==> config.mk <==
export PLATFORM = sky130hd
export DESIGN_NAME = row_requant_collector
export DESIGN_NICKNAME = d
export VERILOG_FILES = /design/src/rtl/row_requant_collector.sv
export SDC_FILE = /design/constraint.sdc
export NUM_CORES = 1
export LEC_CHECK = 0
export BUFFER_PORTS_ARGS = -buffer_cell sky130_fd_sc_hd__buf_2
export CAP_MARGIN = 20
export CELL_PAD_IN_SITES_DETAIL_PLACEMENT = 1
export CELL_PAD_IN_SITES_GLOBAL_PLACEMENT = 1
export CORE_MARGIN = 1.5
export CORE_UTILIZATION = 35
export DETAILED_ROUTE_END_ITERATION = 6
export MAX_ROUTING_LAYER = met4
export PLACE_DENSITY = 0.65
export SYNTH_ARGS = -nofsm -noshare
export SYNTH_HDL_FRONTEND = slang
export SYNTH_SLANG_ARGS = --single-unit
==> constraint.sdc <==
create_clock -name clk -period 9.9 [get_ports clk]
set_input_delay 1.98 -clock clk [delete_from_list [all_inputs] [get_ports clk]]
set_output_delay 1.98 -clock clk [all_outputs]
set_load 0.03 [all_outputs]
==> src/rtl/row_requant_collector.sv <==
// Requantises systolic row sums (bias, ReLU, rounding shift, saturation) into a
// show-ahead output FIFO with credit-based admission and a valid/ready drain.
module row_requant_collector #(
  parameter int datawidth = 11,
  parameter int columns   = 64,
  parameter int DEPTH     = 8,
  localparam int ACCW     = 2*datawidth + $clog2(columns)
) (
  input  logic                 clk,
  input  logic                 rst_overall,
  input  logic                 rst_vals,
  input  logic [ACCW-1:0]      acc_in,
  input  logic                 acc_valid,
  input  logic                 cfg_load,
  input  logic [ACCW-1:0]      bias,
  input  logic [4:0]           shift,
  input  logic                 relu_en,
  output logic [datawidth-1:0] out_data,
  output logic                 out_valid,
  input  logic                 out_ready,
  output logic                 fifo_full,
  output logic                 drop,
  output logic [15:0]          overflow_cnt
);

  localparam int BW = ACCW + 1;
  localparam int QW = ACCW + 2;
  localparam int TW = ACCW + 6;
  localparam int PW = $clog2(DEPTH);
  localparam int CW = PW + 1;
  localparam logic signed [QW-1:0] QMAX = QW'(2**(datawidth-1) - 1);
  localparam logic signed [QW-1:0] QMIN = ~QMAX;

  logic [ACCW-1:0]             bias_r;
  logic [4:0]                  shift_r;
  logic                        relu_r;

  logic                        s1_v, s2_v, s3_v;
  logic [BW-1:0]               s1_b;
  logic [4:0]                  s1_shift;
  logic                        s1_relu;
  logic signed [QW-1:0]        s2_q;
  logic [datawidth-1:0]        s3_data;

  logic [datawidth-1:0]        mem [DEPTH];
  logic [PW-1:0]               wr_ptr, rd_ptr;
  logic [CW-1:0]               count, count_next, occ;

  logic                        accept, push, pop, sat_hi, sat_lo, head_load;
  logic [BW-1:0]               b_next;
  logic signed [BW-1:0]        r;
  logic signed [TW-1:0]        t, half, tq;
  logic signed [QW-1:0]        q_next;
  logic [datawidth-1:0]        sat, head_next;

  assign out_valid = (count != '0);
  assign fifo_full = (count == CW'(DEPTH));
  assign push      = s3_v;
  assign pop       = out_valid && out_ready;

  // Credit uses registered occupancy only, so a same-cycle pop never frees a slot.
  assign occ    = count + CW'(s1_v) + CW'(s2_v) + CW'(s3_v);
  assign accept = acc_valid && (occ < CW'(DEPTH));
  assign b_next = {acc_in[ACCW-1], acc_in} + {bias_r[ACCW-1], bias_r};

  always_comb begin
    r    = (s1_relu && s1_b[BW-1]) ? '0 : s1_b;
    t    = {{(TW-BW){r[BW-1]}}, r};
    half = (s1_shift == 5'd0) ? '0 : (TW'(1) << (s1_shift - 5'd1));
    // Extra headroom keeps the rounding constant exact even for shift=31.
    tq     = (t + half) >>> s1_shift;
    q_next = QW'(tq);
  end

  always_comb begin
    sat_hi = (s2_q > QMAX);
    sat_lo = (s2_q < QMIN);
    if (sat_hi)      sat = {1'b0, {(datawidth-1){1'b1}}};
    else if (sat_lo) sat = {1'b1, {(datawidth-1){1'b0}}};
    else             sat = s2_q[datawidth-1:0];
  end

  // out_data is a register tracking the head that will be present after this edge.
  always_comb begin
    head_next = out_data;
    head_load = 1'b0;
    if (push && (count == '0 || (pop && count == CW'(1)))) begin
      head_next = s3_data;
      head_load = 1'b1;
    end else if (pop && count > CW'(1)) begin
      head_next = mem[rd_ptr + PW'(1)];
      head_load = 1'b1;
    end
  end

  always_comb begin
    count_next = count;
    case ({push, pop})
      2'b10:   count_next = count + CW'(1);
      2'b01:   count_next = count - CW'(1);
      default: count_next = count;
    endcase
  end

  always_ff @(posedge clk) begin
    if (push && !rst_vals) mem[wr_ptr] <= s3_data;
  end

  always_ff @(posedge clk or posedge rst_overall) begin
    if (rst_overall) begin
      bias_r       <= '0;
      shift_r      <= '0;
      relu_r       <= 1'b0;
      overflow_cnt <= '0;
      s1_v         <= 1'b0;
      s2_v         <= 1'b0;
      s3_v         <= 1'b0;
      s1_b         <= '0;
      s1_shift     <= '0;
      s1_relu      <= 1'b0;
      s2_q         <= '0;
      s3_data      <= '0;
      wr_ptr       <= '0;
      rd_ptr       <= '0;
      count        <= '0;
      drop         <= 1'b0;
      out_data     <= '0;
    end else begin
      if (cfg_load) begin
        bias_r  <= bias;
        shift_r <= shift;
        relu_r  <= relu_en;
      end
      if (s2_v && (sat_hi || sat_lo) && !rst_vals && overflow_cnt != '1)
        overflow_cnt <= overflow_cnt + 16'd1;
      if (accept) begin
        s1_b     <= b_next;
        s1_shift <= shift_r;
        s1_relu  <= relu_r;
      end
      s2_q    <= q_next;
      s3_data <= sat;
      if (rst_vals) begin
        s1_v     <= 1'b0;
        s2_v     <= 1'b0;
        s3_v     <= 1'b0;
        wr_ptr   <= '0;
        rd_ptr   <= '0;
        count    <= '0;
        drop     <= 1'b0;
        out_data <= '0;
      end else begin
        s1_v  <= accept;
        s2_v  <= s1_v;
        s3_v  <= s2_v;
        drop  <= acc_valid && !accept;
        count <= count_next;
        if (push) wr_ptr <= wr_ptr + PW'(1);
        if (pop)  rd_ptr <= rd_ptr + PW'(1);
        if (head_load) out_data <= head_next;
      end
    end
  end

endmodule

==> results of run 1 <==
## critical path: stages, from the launching register on
cell      delay [ps]
dfrtp_1          320
buf_4            340
clkinv_1         280
buf_4            330
nor2_1           190
nand2_1          300
nor2_1           200
ha_1             400
a21o_1           270
a311oi_2         260
a21boi_4         310
o21ai_0          230
a21oi_2          370
mux2_2           410
or2_2            440
nor2_1           170
o22ai_1          130
mux4_2           470
## flip-flops by register name (all words and copies together) (netlist names), 3 cells and up
| register | flops |
|---|---|
| bias_r | 28 |
| count | 4 |
| mem | 88 |
| out_data | 11 |
| overflow_cnt | 16 |
| rd_ptr | 3 |
| s1_b | 29 |
| s1_shift | 5 |
| s2_q | 30 |
| s3_data | 11 |
| shift_r | 5 |
| wr_ptr | 3 |
## through the flow
stage          std cells    util  power, uW  hold WS, ps  area, sq um
2_1_floorplan       1423       -       3034        434.9        14850
3_3_place_gp        2008  0.3785       3584        418.3        15840
3_5_place_dp        2009  0.3788       3627        423.0        15850
4_1_cts             2061  0.4020       4736        459.7        16830
5_1_grt             2062  0.4024       5011        476.1        16840
6_report            2062  0.4024       4690        455.0        16840
## cell families after synthesis
| group | Yosys count | synth area share |
|---|---|---|
| and+or+nand+nor | 464 | 0.1447 |
| AOI/OAI and AO/OA | 329 | 0.1488 |
| DFF | 239 | 0.4325 |
| muxes | 140 | 0.1363 |
| buffers and inverters | 103 | 0.03152 |
| xor gates and xnor gates | 75 | 0.04425 |
| adders and majority gates | 71 | 0.06136 |
| other | 2 | 0.0005059 |
## worst min path at each step
stage | startpoint | to | slack, ps
detailed placement | s2_q[29]$_DFF_PP0_ | s3_data[10]$_DFF_PP0_ | 420
global route | s2_q[29]$_DFF_PP0_ | s3_data[10]$_DFF_PP0_ | 480
floorplan | s1_b[24]$_DFFE_PP0P_ | s1_b[24]$_DFFE_PP0P_ | 430
finish | s2_q[29]$_DFF_PP0_ | s3_data[10]$_DFF_PP0_ | 450
CTS | s2_q[29]$_DFF_PP0_ | s3_data[10]$_DFF_PP0_ | 460
global placement | s2_q[29]$_DFF_PP0_ | s3_data[10]$_DFF_PP0_ | 420
## power groups by stage
stage | Combinational (uW) | Sequential (uW) | Clock, uW
4_1_cts | 2200 | 1430 | 1110
5_1_grt | 2410 | 1460 | 1140
3_5_place_dp | 2180 | 1450 | 0
6_report | 2190 | 1420 | 1080
3_3_place_gp | 2150 | 1430 | 0
2_1_floorplan | 1590 | 1450 | 0
## per-layer routing
layer  global-route usage  share of wire  up-vias
li1                     -              -     5421
met1               0.2303           0.43     5596
met2               0.3282           0.51      200
met3              0.02495          0.031       83
met4              0.06172          0.034        0
met5                    -              0        -
## layout make-up
cell class | count | area (sq um) | area share
inverters | 31 | 121.4 | 0.007206
clock buffers | 33 | 719.4 | 0.04272
flip-flops and latches | 239 | 6421 | 0.3813
well taps | 539 | 674.4 | 0.04004
repair buffers | 120 | 669.4 | 0.03975
multi-input cells | 1081 | 7983 | 0.4740
clock inverters | 19 | 252.7 | 0.01501
## synth_stat cells, types with 39 or more instances
cell type / n / area share
nor2_1: 153 / 0.039
edfxtp_1: 88 / 0.18
ha_1: 68 / 0.057
mux2_2: 57 / 0.043
clkbuf_1: 50 / 0.013
xnor2_1: 44 / 0.026
nand2_1: 135 / 0.034
a21oi_1: 74 / 0.025
o21ai_0: 80 / 0.027
mux4_2: 44 / 0.067
mux2i_1: 39 / 0.026
dfrtp_1: 151 / 0.25
==> metrics.yaml, run 1 <==
start_util: 0.3547
crit_fanout: 32
rsz0062_at_grt: "false"
drive_gt1_frac: 0.1976
core-area_sq_um: 41850
cts_resized: 0
antenna_found_initial: 0
timing.final.crit_share: 0.5660
diodes: 0
yosysWarnings: 0
vdd_ir_drop_max_uv: 143.5
pre_cts_slack_ps: 4341
syn_area_sq_um: 14850
setup_ws_ps: 4297
postCtsHoldBufs: 0
ys.flop_type: "dfrtp_1"
clk_latency_ps: 580
swShare: 0.4058
layout_common_cells: "153 x nor2_1, 151 x dfrtp_1, 134 x nand2_1"
p_leak_uw: 0.006951
seqPwrFrac: 0.303
finClkSkew_ps: 24.99
synth.avg_cell_area_sq_um: 10.43
arrival_ps: 6030
power_density_nw_per_um2: 278.5
yosys.cell_types.count: 83
critPathLaunchType: "flip-flop"
whs_path_depth: 0
ys_seq_elements: 239
power_switching_uw: 1903
final_common_cell: "nor2_1"
grt_pass1_wl_um: 65040
path_clk_slew_ps: 60
die_area_sq_um: 43660
place_congestion: 0.9044
root_buffer: "clkbuf_16"
crit_start: "s1_shift[0]$_DFFE_PP0P_"
rows: 75
worstMarginPinSlew_ps: 1055
fp.dieW_um: 209.0
crit_end: "s2_q[11]$_DFF_PP0_"
slew_headroom: 0.2959
wl_um: 39930
status: "finished clean"
finish.net_count: 1640
r2r.worst_path.cells: 17
synthesis.nets: 1562
clock_path_buffers: 3
synth_edf_count: 88
tns_ps: 0
first_iter_violations: 555
track_usage: 0.1902
cts_buffers: 28
drt-pass1-iter-count: 4
syn-instance-count: 1423
overflow: 0
pwr-share-clk: 0.230
routedWlPerCell_um: 19.36
ant_nets: 0
via_count: 11300
max_freq_mhz: 178.5
die_height_um: 209.0
slew_viol_final: 0
critPathKind: "reg2reg"
grt_max_degree: 80
async_reset_ff_frac: 0.6318
finalCriticalPeriod_ps: 5603
report.final.setup_viol: 0
cp-end-kind: "flip-flop"
p_int_uw: 2787
r2r_slack_ps: 4300
areaGrowthSynthToFinish_pct: 13.44
n_fill_cell: 4689
cts_max_level: 1
hpwl_um: 29370
hp-class: "reg2reg"
drc_errors: 0
post_cts_buffers: 0
r2r_end: "s2_q[11]$_DFF_PP0_"
worstPathRequired_ps: 10330
grt_pass1_vias: 11960
seq_area_frac_synth: 0.4325
cap_viol_max_count: 0
pin_count: 98
r2r_start: "s1_shift[0]$_DFFE_PP0P_"
io_buffers: 97
p_comb_frac: 0.467
hold_viol: 0
cts_sinks: 239
cts_tree: "built"
via_per_inst: 5.480
Power figures use the tool's default switching activity.
==> run 2: changes to the inputs <==
- ABC_AREA: not set -> 1
- PLACE_DENSITY: 0.65 -> 0.71
- clock period: 9.9 -> 5 ns (I/O delays scaled with it)
==> metrics.yaml, run 2 <==
status: "finished clean"  # unchanged
p_leak_uw: 0.008710  # was 0.006951 uW
wl_um: 49710  # was 39930 um
drt-pass1-iter-count: 5  # was 4
arrival_ps: 4560  # was 6030 ps
yosys.cell_types.count: 55  # was 83
p_int_uw: 5194  # was 2787 uW
place_congestion: 0.9504  # was 0.9044
p_comb_frac: 0.453  # was 0.467
syn-instance-count: 2075  # was 1423
rows: 77  # was 75
synth.avg_cell_area_sq_um: 7.581  # was 10.43 sq um
synth_top_area_share: 0.2402  # was 0.2545
met2_usage: 0.3826  # was 0.3282
crit_chain: "buf_4 > inv_1 > nor2_1 > inv_1 > nor3_1 > nand2_1 > inv_1 > ha_1 > nand2_1 > nand2_1 > a21oi_1 > nand2_2 > nand2_1 > nand2_1 > nand2_1 > nand3_1 > nand3_1 > nand3_1 > nand2_1 > nand2_1 > nand3_1 > nand3_1 > nand2_1 > inv_1"  # was buf_4 > clkinv_1 > buf_4 > nor2_1 > nand2_1 > nor2_1 > ha_1 > a21o_1 > a311oi_2 > a21boi_4 > o21ai_0 > a21oi_2 > mux2_2 > or2_2 > nor2_1 > o22ai_1 > mux4_2
critPathMaxStageDelay_ps: 420  # was 470 ps
synth_area_leaders: "dfrtp_1 24%, edfxtp_1 17%, nand2_1 13%"  # was dfrtp_1 25%, edfxtp_1 18%, mux4_2 6.7%
final_cells: 2767  # was 2062
slowest_stage: "nor3_1"  # was mux4_2
async_reset_ff_frac: 0.6318  # unchanged
critPathLaunchType: "flip-flop"  # unchanged
via_per_inst: 5.119  # was 5.480
power_density_nw_per_um2: 514.3  # was 278.5 nW/um^2
pre_cts_slack_ps: 990.6  # was 4341 ps
swShare: 0.4360  # was 0.4058
path_common_cell: "nand2_1"  # was nor2_1
slew_viol_final: 0  # unchanged
routedWlPerCell_um: 17.97  # was 19.36 um
pin_count: 98  # unchanged
track_usage: 0.2251  # was 0.1902
overflow: 0  # unchanged
max_freq_mhz: 244.3  # was 178.5 MHz
cap_viol_max_count: 0  # unchanged
timing.final.crit_share: 0.8185  # was 0.5660
start_util: 0.3549  # was 0.3547
yosysWarnings: 0  # unchanged
antenna_found_initial: 1  # was 0
synth_edf_count: 88  # unchanged
hold_viol: 0  # unchanged
drive_gt1_frac: 0.1316  # was 0.1976
cts_buffers: 28  # unchanged
grt_pass1_wl_um: 81630  # was 65040 um
vdd_ir_drop_max_uv: 291.4  # was 143.5 uV
ys_seq_elements: 239  # unchanged
setup_ws_ps: 907.4  # was 4297 ps
post_cts_buffers: 0  # unchanged
hp-class: "reg2reg"  # unchanged
cp_num_buf_inv: 5  # was 3
seq_area_frac_synth: 0.4082  # was 0.4325
cts_resized: 0  # unchanged
seqPwrFrac: 0.305  # was 0.303
grt_pass1_vias: 15180  # was 11960
cts_sinks: 239  # unchanged
fp.dieW_um: 215.0  # was 209.0 um
ant_nets: 0  # unchanged
synth.largest_area_cell: "dfrtp_1"  # unchanged
critPathKind: "reg2reg"  # unchanged
pwr-share-clk: 0.241  # was 0.230
numPlacedInstances: 2714  # was 2009
top_register: "mem"  # unchanged
grt_use_met1: 0.2879  # was 0.2303
clk_latency_ps: 580  # about the same
hold_slack_ps: 461.2  # was 455.0 ps
largest_reg_flops: 88  # unchanged
final_common_cell: "nand2_1"  # was nor2_1
hpwl_um: 38140  # was 29370 um
tns_ps: 0  # unchanged
die_height_um: 215.0  # was 209.0 um
worstPathRequired_ps: 5460  # was 10330 ps
first_iter_violations: 884  # was 555
cp-end-kind: "flip-flop"  # unchanged
io_buffers: 97  # unchanged
via_count: 14160  # was 11300
crit_fanout: 39  # was 32
synthesis.nets: 2214  # was 1562
worstMarginPinSlew_ps: 1067  # was 1055 ps
postCtsHoldBufs: 0  # unchanged
synthTopCellsByCount: "565 x nand2_1, 255 x nand3_1, 238 x inv_1, 151 x dfrtp_1, 137 x nor2_1"  # was 153 x nor2_1, 151 x dfrtp_1, 135 x nand2_1, 88 x edfxtp_1, 80 x o21ai_0
core-area_sq_um: 44320  # was 41850 sq um
grt_max_degree: 86  # was 80
finish.net_count: 2293  # was 1640
met3_usage: 0.02534  # was 0.02495
layout_common_cells: "565 x nand2_1, 255 x nand3_1, 237 x inv_1"  # was 153 x nor2_1, 151 x dfrtp_1, 134 x nand2_1
post-route-util: 0.4040  # was 0.4024
ys.flop_type: "dfrtp_1"  # unchanged
rsz0062_at_grt: "false"  # unchanged
report.final.setup_viol: 0  # unchanged
cp_top_family: "simple AND/OR/NAND/NOR gates"  # was compound AO/OA/AOI/OAI gates
cts_max_level: 1  # unchanged
largestRegisters: "mem x88, s2_q x30, s1_b x29"  # unchanged
grt-busiest-layer: "met2"  # unchanged
die_area_sq_um: 46220  # was 43660 sq um
drc_errors: 0  # unchanged
finalCriticalPeriod_ps: 4093  # was 5603 ps
path_clk_slew_ps: 60  # about the same
synth_most_common_cell: "nand2_1"  # was nor2_1
root_buffer: "clkbuf_16"  # unchanged
power_switching_uw: 4016  # was 1903 uW
finClkSkew_ps: 13.11  # was 24.99 ps
clock_path_buffers: 3  # unchanged
slew_headroom: 0.2860  # was 0.2959
areaGrowthSynthToFinish_pct: 13.83  # was 13.44%
syn_area_sq_um: 15730  # was 14850 sq um
cts_tree: "built"  # unchanged
## run 2: cell type report
cell class                 instances  area [sq um]
fill                            5541         26410
multi-input combinational       1511          8059
sequential                       239          6421
inverter                         251         945.9
clock buffer                      38         788.3
tap                              592         740.7
timing repair buffer             123         733.2
clock inverter                    12         215.2
antenna                            1         2.502
## run 2: per-layer routing
layer,vias up,share of wire
li1,7018,-
met5,-,0
met2,212,0.49
met4,0,0.022
met3,61,0.035
met1,6872,0.45
## run 2: final timing paths
path / startpoint / slack (ps) / endpoint / cells after the start
min in group asynchronous: rst_overall / 540 / bias_r[0]$_DFFE_PP0P_ / 2
max in group asynchronous: rst_overall / 3500 / out_data[5]$_DFFE_PP0P_ / 3
setup / recovery: s1_shift[0]$_DFFE_PP0P_ / 910 / s2_q[14]$_DFF_PP0_ / 24
hold / removal: s2_q[5]$_DFF_PP0_ / 460 / s3_data[5]$_DFF_PP0_ / 2
setup reg to reg: s1_shift[0]$_DFFE_PP0P_ / 910 / s2_q[14]$_DFF_PP0_ / 24
hold reg to reg: s2_q[5]$_DFF_PP0_ / 460 / s3_data[5]$_DFF_PP0_ / 2
## run 2: metrics by stage
| stage | area [sq um] | power (uW) |
|---|---|---|
| 5_1_grt | 17910 | 9918 |
| 6_report | 17910 | 9209 |
| 3_3_place_gp | 16830 | 6843 |
| 4_1_cts | 17870 | 9287 |
| 3_5_place_dp | 16860 | 7003 |
| 2_1_floorplan | 15730 | 5719 |
## run 2: tightest hold or removal path: stages (launching register included)
cell	delay (ps)
dfrtp_1	320
nand2_1	50
nand2_1	50
## run 2: power by group through the flow
stage | Clock (uW) | Sequential [uW] | Combinational (uW)
2_1_floorplan | 0 | 2850 | 2870
3_5_place_dp | 0 | 2850 | 4160
3_3_place_gp | 0 | 2820 | 4020
6_report | 2220 | 2810 | 4170
4_1_cts | 2290 | 2810 | 4190
5_1_grt | 2340 | 2860 | 4720
## run 2: cell families after synthesis
group                      after synthesis  synth area share
and+or+nand+nor                       1071            0.2977
buffers and inverters                  325           0.07962
AOI/OAI and AO/OA                      284            0.1045
DFF                                    239            0.4082
adders and majority gates               71           0.05791
xor gates and xnor gates                48           0.02673
muxes                                   35           0.02482
other                                    2         0.0004774
==> run 3: changes to the inputs <==
- ABC_AREA: 1 -> 0
- PLACE_DENSITY: 0.71 -> 0.67
- clock period: 5 -> 3.7 ns (I/O delays scaled with it)
==> metrics.yaml, run 3 (synthesis gave the netlist of run 1 again) <==
status: "finished with violations"  # was finished clean
violations: "negative setup slack"
report.final.setup_viol: 28  # was 0
r2r.worst_path.cells: 15  # was 24
path_clk_slew_ps: 70  # was 60 ps
drive_gt1_frac: 0.4101  # was 0.1316
ant_nets: 0  # unchanged
timing.final.crit_share: 1.098  # was 0.8185
largestRegisters: "mem x88, s2_q x30, s1_b x29"  # unchanged
hp-class: "in2async"  # was reg2reg
finClkSkew_ps: 20.48  # was 13.11 ps
top_register: "mem"  # unchanged
drc_errors: 0  # unchanged
clock_path_buffers: 3  # unchanged
wl_um: 46950  # was 49710 um
via_count: 12500  # was 14160
p_total_uw: 15210  # was 9209 uW
final_common_cell: "buf_4"  # was nand2_1
max_freq_mhz: 246.1  # was 244.3 MHz
drt-pass1-iter-count: 5  # unchanged
cts_tree: "built"  # unchanged
via_per_inst: 5.379  # was 5.119
grt_max_degree: 45  # was 86
cp-end-kind: "flip-flop"  # unchanged
pwr-share-clk: 0.179  # was 0.241
areaGrowthSynthToFinish_pct: 36.22  # was 13.83%
n_fill_cell: 4566  # was 5541
r2r_start: "s1_shift[0]$_DFFE_PP0P_"  # unchanged
cts_buffers: 27  # was 28
power_density_nw_per_um2: 752.2  # was 514.3 nW/um^2
crit_start: "s1_shift[0]$_DFFE_PP0P_"  # unchanged
setup_ws_ps: -363.2  # was 907.4 ps
finish.net_count: 1903  # was 2293
swShare: 0.4037  # was 0.4360
overflow: 0  # unchanged
cap_viol_max_count: 0  # unchanged
die_area_sq_um: 43660  # was 46220 sq um
p_leak_uw: 0.008529  # was 0.008710 uW
largest_reg_flops: 88  # unchanged
seqPwrFrac: 0.254  # was 0.305
slew_viol_final: 0  # unchanged
seq_area_sq_um: 6425  # was 6421 sq um
pin_count: 98  # unchanged
hold_viol: 0  # unchanged
rsz0062_at_grt: "true"  # was false
vdd_ir_drop_max_uv: 383.5  # was 291.4 uV
arrival_ps: 4510  # was 4560 ps
hpwl_um: 33510  # was 38140 um
routedWlPerCell_um: 20.20  # was 17.97 um
finalCriticalPeriod_ps: 4063  # was 4093 ps
fp.dieW_um: 209.0  # was 215.0 um
die_height_um: 209.0  # was 215.0 um
p_comb_frac: 0.567  # was 0.453
multi_input_area_sq_um: 9221  # was 8059 sq um
place_congestion: 0.8529  # was 0.9504
core-area_sq_um: 41850  # was 44320 sq um
power_switching_uw: 6142  # was 4016 uW
track_usage: 0.2135  # was 0.2251
grt_pass1_vias: 13600  # was 15180
io_buffers: 97  # unchanged
p_int_uw: 9071  # was 5194 uW
slew_headroom: 0.3427  # was 0.2860
postCtsHoldBufs: 0  # unchanged
critPathKind: "reg2reg"  # unchanged
diodes: 0  # was 1
hold_slack_ps: 335.7  # was 461.2 ps
rows: 75  # was 77
cts_sinks: 239  # unchanged
grt_pass1_wl_um: 72460  # was 81630 um
start_util: 0.3547  # was 0.3549
layout_common_cells: "255 x buf_4, 148 x dfrtp_1, 127 x nor2_1"  # was 565 x nand2_1, 255 x nand3_1, 237 x inv_1
cts_max_level: 1  # unchanged
root_buffer: "clkbuf_16"  # unchanged
crit_fanout: 7  # was 39
clk_latency_ps: 580  # about the same
first_iter_violations: 489  # was 884
worstPathRequired_ps: 4150  # was 5460 ps
worstMarginPinSlew_ps: 986.0  # was 1067 ps
critPathLaunchType: "flip-flop"  # unchanged
antenna_found_initial: 0  # was 1
[run 3: cell count changes in the layout (fill, tap and decap cells not counted), moves of 21 or more]
cell     change
a21o_1      +22
a21oi_1     -47
and2_1      +22
buf_4      +232
inv_1      -212
mux2i_1     +30
mux4_2      +44
nand2_1    -447
nand2_2     -21
nand3_1    -231
o21ai_0     -35
xnor2_1     +21
[run 3: per-layer routing]
metal | vias to the layer above | wire length, um | track usage | part of all wire
met1 | 6281 | 19160 | 0.2475 | 0.41
li1 | 5945 | - | - | -
met4 | 0 | 1658 | 0.06647 | 0.035
met2 | 179 | 24920 | 0.3844 | 0.53
met5 | - | 0 | - | 0
met3 | 96 | 1217 | 0.02585 | 0.026
[run 3: final timing paths]
check                                    endpoint  slack (ps)
setup reg to reg                s2_q[8]$_DFF_PP0_        -360
min in group clk            bias_r[1]$_DFFE_PP0P_         370
hold reg to reg             s3_data[10]$_DFF_PP0_         410
max in group asynchronous  bias_r[18]$_DFFE_PP0P_        2600
hold / removal                 s2_q[15]$_DFF_PP0_         340
setup / recovery                s2_q[8]$_DFF_PP0_        -360
[run 3: worst max-delay path: stages, from the launching register on]
cell,delay (ps)
dfrtp_2,470
buf_6,180
nand2_4,100
nor2_4,50
ha_4,170
fa_2,400
a211oi_2,240
o211ai_1,200
nand3_2,190
nand3_4,110
or4_4,540
nand4_1,180
o211ai_1,150
a21boi_1,180
mux2_4,290
mux4_2,470
[run 3: timing repair]
item,in CTS,in global routing
cloned,0,3
pin swaps,24,55
gates resized for setup,100,166
endpoints found under the setup margin,30,30
setup buffers,16,24
[run 3: power by group through the flow]
| stage | Clock [uW] | Sequential [uW] | Combinational [uW] |
|---|---|---|---|
| final | 2720 | 3860 | 8630 |
| after detailed placement | 0 | 3900 | 7170 |
| after global placement | 0 | 3850 | 7020 |
| after floorplan | 0 | 3870 | 4400 |
| after CTS | 2790 | 3860 | 7600 |
| after global routing | 2890 | 3940 | 9290 |
[run 3: metrics by stage]
stage | util | instance area [sq um] | TNS (ps) | cells | worst slack, ps
after detailed placement | 0.4230 | 17700 | -17250 | 2233 | -760.8
after floorplan | - | 15030 | -2417 | 1423 | -327.7
after CTS | 0.4565 | 19110 | -5269 | 2299 | -301.6
after global placement | 0.4230 | 17700 | -15500 | 2233 | -669.5
after global routing | 0.4832 | 20220 | -9798 | 2324 | -491.6
final | 0.4832 | 20220 | -5974 | 2324 | -363.2
[run 3: final cells by class]
| type | count | area share |
|---|---|---|
| inverters | 31 | 0.006434 |
| multi-input cells | 1081 | 0.4560 |
| well taps | 539 | 0.03335 |
| flip-flops and latches | 239 | 0.3177 |
| clock inverters | 5 | 0.003403 |
| clock buffers | 45 | 0.04121 |
| repair buffers | 384 | 0.1419 |
